[config.mk]
export PLATFORM = sky130hd
export DESIGN_NAME = adc_sample_ctrl
export DESIGN_NICKNAME = d
export VERILOG_FILES = /design/src/rtl/adc_sample_ctrl.sv
export SDC_FILE = /design/constraint.sdc
export NUM_CORES = 1
export LEC_CHECK = 0
export CAP_MARGIN = 10
export CELL_PAD_IN_SITES_DETAIL_PLACEMENT = 0
export CELL_PAD_IN_SITES_GLOBAL_PLACEMENT = 1
export CORE_ASPECT_RATIO = 0.6
export CORE_MARGIN = 2
export CORE_UTILIZATION = 35
export CTS_BUF_LIST = sky130_fd_sc_hd__clkbuf_8 sky130_fd_sc_hd__clkbuf_16
export CTS_CLUSTER_DIAMETER = 200
export DETAILED_ROUTE_END_ITERATION = 10
export MAX_ROUTING_LAYER = met4
export PLACE_DENSITY = 0.84
export RECOVER_POWER = 50
export SLEW_MARGIN = 15
export SYNTH_ARGS = -nofsm -noshare
export SYNTH_HDL_FRONTEND = slang
export SYNTH_SLANG_ARGS = --single-unit
[constraint.sdc]
create_clock -name clk -period 1.7 [get_ports clk]
set_clock_uncertainty 0.05 [all_clocks]
set_input_delay 0.255 -clock clk [delete_from_list [all_inputs] [get_ports clk]]
set_output_delay 0.255 -clock clk [all_outputs]
set_load 0.02 [all_outputs]
[src/rtl/adc_sample_ctrl.sv]
// adc_sample_ctrl: track/hold sequencer for the 8-bit flash ADC feeding a one-entry
// valid/ready result register. Define ADC_SAMPLE_CTRL_AVG_EN to average 2^AVG_LOG2 captures.
module adc_sample_ctrl #(
    parameter int DIV        = 20,
    parameter int TRACK_CYC  = 4,
    parameter int SETTLE_CYC = 2,
    parameter int AVG_LOG2   = 2
) (
    input  logic       clk,
    input  logic       rst,
    input  logic       en,
    input  logic [7:0] code,
    input  logic       clr_ovr,
    output logic       sh_track,
    output logic       busy,
    output logic [7:0] sample_data,
    output logic       sample_valid,
    input  logic       sample_ready,
    output logic       overrun
);

    localparam int CW = (DIV > 2) ? $clog2(DIV) : 1;
    localparam logic [CW-1:0] TRACK_LAST  = CW'(TRACK_CYC - 1);
    localparam logic [CW-1:0] SETTLE_LAST = CW'(TRACK_CYC + SETTLE_CYC - 1);
    localparam logic [CW-1:0] PERIOD_LAST = CW'(DIV - 1);
    localparam logic [CW-1:0] CNT_ONE     = CW'(32'd1);

    // Reject parameter sets that cannot fit a full conversion in one period.
    if ((TRACK_CYC < 1) || (SETTLE_CYC < 1) || (DIV < TRACK_CYC + SETTLE_CYC + 2)
        || (AVG_LOG2 < 0) || (AVG_LOG2 > 4)) begin : g_param_check
        $error("adc_sample_ctrl: illegal parameter combination");
    end

    typedef enum logic [2:0] {
        IDLE    = 3'd0,
        TRACK   = 3'd1,
        SETTLE  = 3'd2,
        CAPTURE = 3'd3,
        WAIT    = 3'd4
    } state_t;

    state_t        state_r;
    state_t        state_nxt_s;
    logic [CW-1:0] cnt_r;
    logic [CW-1:0] cnt_nxt_s;
    logic          sh_track_r;
    logic          busy_r;
    logic [7:0]    data_r;
    logic          valid_r;
    logic          overrun_r;
    logic          result_evt_s;
    logic [7:0]    result_s;
    logic          load_s;
    logic          drop_s;
    logic          consume_s;

    // Next-state and period counter; the counter restarts at every TRACK entry.
    always_comb begin
        state_nxt_s = state_r;
        cnt_nxt_s   = cnt_r + CNT_ONE;
        case (state_r)
            IDLE: begin
                cnt_nxt_s = '0;
                if (en) begin
                    state_nxt_s = TRACK;
                end else begin
                    state_nxt_s = IDLE;
                end
            end
            TRACK: begin
                if (cnt_r == TRACK_LAST) begin
                    state_nxt_s = SETTLE;
                end else begin
                    state_nxt_s = TRACK;
                end
            end
            SETTLE: begin
                if (cnt_r == SETTLE_LAST) begin
                    state_nxt_s = CAPTURE;
                end else begin
                    state_nxt_s = SETTLE;
                end
            end
            CAPTURE: begin
                state_nxt_s = WAIT;
            end
            WAIT: begin
                if (cnt_r == PERIOD_LAST) begin
                    cnt_nxt_s = '0;
                    if (en) begin
                        state_nxt_s = TRACK;
                    end else begin
                        state_nxt_s = IDLE;
                    end
                end else begin
                    state_nxt_s = WAIT;
                end
            end
            default: begin
                state_nxt_s = IDLE;
                cnt_nxt_s   = '0;
            end
        endcase
    end

    // Sequencer state plus outputs decoded from the next state so they stay registered.
    always_ff @(posedge clk) begin
        if (rst) begin
            state_r    <= IDLE;
            cnt_r      <= '0;
            sh_track_r <= 1'b1;
            busy_r     <= 1'b0;
        end else begin
            state_r    <= state_nxt_s;
            cnt_r      <= cnt_nxt_s;
            sh_track_r <= (state_nxt_s != SETTLE) && (state_nxt_s != CAPTURE);
            busy_r     <= (state_nxt_s != IDLE);
        end
    end

`ifdef ADC_SAMPLE_CTRL_AVG_EN
    localparam int AW = 8 + AVG_LOG2;
    localparam int GW = (AVG_LOG2 > 0) ? AVG_LOG2 : 1;
    localparam logic [GW-1:0] GRP_LAST = GW'((32'd1 << AVG_LOG2) - 32'd1);
    localparam logic [GW-1:0] GRP_ONE  = GW'(32'd1);

    logic [AW-1:0] acc_r;
    logic [AW-1:0] sum_s;
    logic [GW-1:0] grp_r;
    logic          capture_s;
    logic          grp_done_s;

    // A result fires on the capture that completes a group; the top byte is the mean.
    always_comb begin
        capture_s    = (state_r == CAPTURE);
        sum_s        = acc_r + AW'(code);
        grp_done_s   = (grp_r == GRP_LAST);
        result_evt_s = capture_s && grp_done_s;
        result_s     = sum_s[AW-1 -: 8];
    end

    // Accumulator; a partial group is discarded whenever the sequencer drops to IDLE.
    always_ff @(posedge clk) begin
        if (rst) begin
            acc_r <= '0;
            grp_r <= '0;
        end else if (state_nxt_s == IDLE) begin
            acc_r <= '0;
            grp_r <= '0;
        end else if (capture_s) begin
            if (grp_done_s) begin
                acc_r <= '0;
                grp_r <= '0;
            end else begin
                acc_r <= sum_s;
                grp_r <= grp_r + GRP_ONE;
            end
        end else begin
            acc_r <= acc_r;
            grp_r <= grp_r;
        end
    end
`else
    // Without averaging every capture is delivered as-is.
    always_comb begin
        result_evt_s = (state_r == CAPTURE);
        result_s     = code;
    end
`endif

    // Handshake decode: a full register with no taker drops the new result.
    always_comb begin
        load_s    = result_evt_s && (!valid_r || sample_ready);
        drop_s    = result_evt_s && valid_r && !sample_ready;
        consume_s = !result_evt_s && valid_r && sample_ready;
    end

    // One-entry result register with sticky overrun; a new drop beats a clear.
    always_ff @(posedge clk) begin
        if (rst) begin
            data_r    <= 8'h00;
            valid_r   <= 1'b0;
            overrun_r <= 1'b0;
        end else begin
            if (load_s) begin
                data_r  <= result_s;
                valid_r <= 1'b1;
            end else if (consume_s) begin
                valid_r <= 1'b0;
            end
            if (drop_s) begin
                overrun_r <= 1'b1;
            end else if (clr_ovr) begin
                overrun_r <= 1'b0;
            end
        end
    end

    assign sh_track     = sh_track_r;
    assign busy         = busy_r;
    assign sample_data  = data_r;
    assign sample_valid = valid_r;
    assign overrun      = overrun_r;

endmodule
# After elaboration in Yosys (flattened, before gate mapping)
# Cells that the tools add are included.
# word_totals
elab_cells	43
ff_bits	20
inputBits	13
# op_classes
n_eq_ne	9
n_reduce_logical	15
n_mux	11
n_addsub	1
# ops
cell	count
$pmux 3 s5	1
$pmux 5 s2	1
$eq 3x2->1 const B	2
$logic_and 1x1->1	6
$mux 1	6
$ne 3x2->1 const B	2
$add 5x1->5 const B	1
$eq 5x2->1 const B	1
$eq 5x3->1 const B	1
$eq 5x5->1 const B	1
$mux 5	1
$reduce_bool 2->1	2
$eq 3x1->1 const B	1
$eq 3x3->1 const B	1
$logic_not 1->1	3
$logic_not 3->1	1
$mux 3	1
$reduce_bool 3->1	1
$reduce_or 3->1	1
$mux 2	1
$logic_or 1x1->1	1

# Logic depth before layout (Yosys ltp)
# logic_depth
depth_word	6
mapped_depth	5
mapped_depth_nobuf	5

# Least setup slack after synthesis
# Ideal clock, no wire load.
# synth_path
kind	register to register
start	register cnt_r[0]
end	register state_r[0]
path_slack_ps	369
stages_incl_launch_ff	5
t_arrival_ps	1159
path_buffers	0
t_required_ps	1528
synth_period_minus_slack_ps	1331
cell_sequence	dfxtp_1 > ha_1 > nor4b_2 > nor2b_1 > a221o_1
# synth_between
elab_chain_len	3
# synth_rtl
item	line_no	source
start, declared	44	logic [CW-1:0] cnt_r;
start signal, assigned	115	cnt_r <= cnt_nxt_s;
$eq 5x5->1, or another cell as far along	88	if (cnt_r == PERIOD_LAST) begin
$mux 3, or another cell as far along	88	
$pmux 3 s5 *	61	case (state_r)
end signal, assigned	114	state_r <= state_nxt_s;
end, declared	42	state_t state_r;
# Every way passes the cells marked *; elsewhere a longest branch is shown, timed or not.
# A chain may end at the register's enable or synchronous reset.

# Final worst setup path
# layout_path
start	register cnt_r[0]
end	register cnt_r[2]
# layout_between
elab_chain_len	3
# layout_rtl
item	line_no
$add 5x1->5 or $eq 5x5->1 (tied branches)	60, 88
$mux 5	88
$pmux 5 s2 *	61
# Marks and branches as above.

==> results.yml <==
place:
  hpwl_um: 1300
  io_buffers: 24
  gp_congestion: 0.820
  dpl.cell_count: 142
yosys:
  ys_types: 27
  synth_common_cells: "20 x dfxtp_1, 17 x nand2b_1, 8 x mux2i_1, 7 x nor2_1"
  syn_nets: 103
  yosysWarnings: 0
  synth-seq-cells: 20
  synth_top_area_share_pct: 42.7
  async_flop_share_pct: 0
  synth_ff_type: "dfxtp_1"
  syn_inst: 88
  synth.largest_area_cell: "dfxtp_1"
  syn_avg_cell_area_um2: 10.6
  synth_edf_count: 0
  synth-seq-area-share_pct: 42.7
  synth_area_leaders: "dfxtp_1 43%, nand2b_1 11%, mux2i_1 8.5%"
  synth_area_um2: 937
  yosysMostFrequentCell: "dfxtp_1"
floorplan:
  io_pins: 25
  fp.coreArea_mm2: 0.00252
  row_count: 14
  start_util_pct: 37.2
  die_h_um: 44.1
  fp.dieW_um: 70.8
  dieArea_mm2: 0.00312
sta:
  tightest_slew_ns: 0.388
  rsz0062_at_grt: "no"
  tns_ns: 0
  finalHoldViolCount: 0
  setup_viol: 0
  period_share_pct: 90.1
  fin_crit_ns: 1.53
  fmax_ghz: 0.653
  slew_headroom_pct: 74.1
  drv_slew: 0
routing:
  dr.pass1.iters: 4
  wire_per_inst_um: 12.1
  vias: 681
  routed_wirelength_um: 1760
  drcViolationCount: 0
  drt_iter0_drc: 22
  ant_nets: 0
  via_per_inst: 4.66
setup_path:
  r2r_cells: 4
  crit_type: "flop to flop"
  reg2reg_slack_ns: 0.17
  required_ns: 1.80
  arrival_ns: 1.63
  cp-start-kind: "flop"
  reg2reg_to: "cnt_r[2]"
  path_max_fanout: 5
  r2r_start: "cnt_r[0]"
  cp-end-kind: "flop"
global_routing:
  grtUsageMet1_pct: 16.2
  grt-busiest-layer: "met2"
  use_met3_pct: 4.33
  grt_pass1_wl_um: 2950
  use_met2_pct: 18.3
  antenna_found_initial: 0
  first_global_vias: 638
  overflow: 0
  grt_max_degree: 21
  grtUsageTotal_pct: 12.8
hold_path:
  hold_start: "cnt_r[0]"
  hold_depth: 1
  worstHoldEndpoint: "cnt_r[0]"
  hp-class: "flop to flop"
pwr:
  power_density_mw_per_mm2: 836
  p_leak_nw: 0.432
  total_power_mw: 1.03
  irDropWorstVdd_uv: 328
final_layout:
  diodes: 0
  fin_util_pct: 48.9
  stdcell_count: 146
  drive_above_1_share_pct: 9.65
  num-fill-cells: 249
  fin_nets: 130
  area.growth.synth_to_final_pct: 31.6
clocking:
  clk_latency_ns: 0.26
  cts_sinks: 20
  cts_inserted_buffers: 3
  cts_setup_buffers: 0
  h-tree-depth: 1
  hold_buffers: 0
  cts_resized: 0
  cts_root_buf: "clkbuf_8"
  cts_buffer_depth: 2
  cts_tree: "yes"
  cts.clk_slew.worst_paths_ns: 0.07
job:
  drv_cap: 0
outcome:
  status: "finished clean"
## how the worst max path moves through the flow
stage	startpoint	to	slack (ns)	cells after the start
final	cnt_r[0]	cnt_r[2]	0.17	4
after detailed placement	rst	cnt_r[2]	0.14	4
after CTS	sample_data[2]	sample_data[2]	0.16	1
after floorplan	cnt_r[0]	state_r[0]	0.37	4
after global routing	state_r[2]	sample_data[6]	0.07	4
after global placement	rst	cnt_r[4]	0.19	4
## cells in the final DEF, fill, tap and decap left out
cell type,instances
a21oi_1,2
a221o_1,1
a221oi_1,1
a32oi_2,1
buf_4,1
bufinv_16,1
clkbuf_2,1
clkbuf_8,3
clkdlybuf4s50_1,23
dfxtp_1,20
dlygate4sd3_1,1
ha_1,2
inv_1,3
mux2i_1,8
nand2_1,1
nand2_4,1
nand2b_1,17
nand3_1,3
nand3b_1,1
nand4bb_1,1
nor2_1,7
nor2b_1,3
nor3_1,2
nor4b_1,1
nor4b_2,3
o21ai_0,1
o22ai_1,1
or2_1,1
xnor2_1,1
xor2_1,2
## state kept, by name, indices dropped and copies added, names as in the netlist
register / flops
state_r: 3
sample_data: 8
cnt_r: 5
overrun: 1
sample_valid: 1
sh_track: 1
busy: 1
## kinds of logic after synthesis
group	synth area share (%)
and+or+nand+nor	32.2
DFF	42.7
muxes	8.55
AOI/OAI and AO/OA	6.68
buffers and inverters	4.41
xor gates and xnor gates	2.80
adders and majority gates	2.67
## power breakdown
part	internal, mW	total, mW	switching, mW	leakage (nW)
clock network	0.314	0.469	0.155	0.0357
logic	0.0490	0.0791	0.0301	0.234
registers	0.476	0.484	0.00786	0.162
total	0.839	1.03	0.193	0.432
## metal layers
layer / vias up / wire length (µm) / part of all wire, %
li1: 350 / - / -
met3: 2 / 99 / 5.6
met4: 0 / 29 / 1.6
met1: 313 / 846 / 48
met2: 16 / 787 / 45
met5: - / 0 / 0
## worst max-delay path, stage by stage (launching register included)
cell and delay, ns:
dfxtp_1 0.38, ha_1 0.26, nand4bb_1 0.25, a32oi_2 0.38
nor2_1 0.08
## metrics by stage
stage / hold slack (ns) / cell area, µm² / worst slack (ns)
after floorplan: 0.360 / 937 / 0.369
after global placement: 0.397 / 1210 / 0.194
after detailed placement: 0.404 / 1210 / 0.137
final: 0.419 / 1230 / 0.169
after global routing: 0.442 / 1230 / 0.0676
after CTS: 0.422 / 1290 / 0.160
## final cells by class
cell class / count / area, µm² / share of cell area, %
Inverter: 3 / 11.3 / 0.913
Tap cell: 32 / 40.0 / 3.25
Clock inverter: 1 / 30.0 / 2.43
Clock buffer: 3 / 41.3 / 3.35
Timing Repair Buffer: 26 / 253 / 20.5
Sequential cell: 20 / 400 / 32.5
Multi-Input combinational cell: 61 / 458 / 37.1
(Power assumes the default switching activity.)
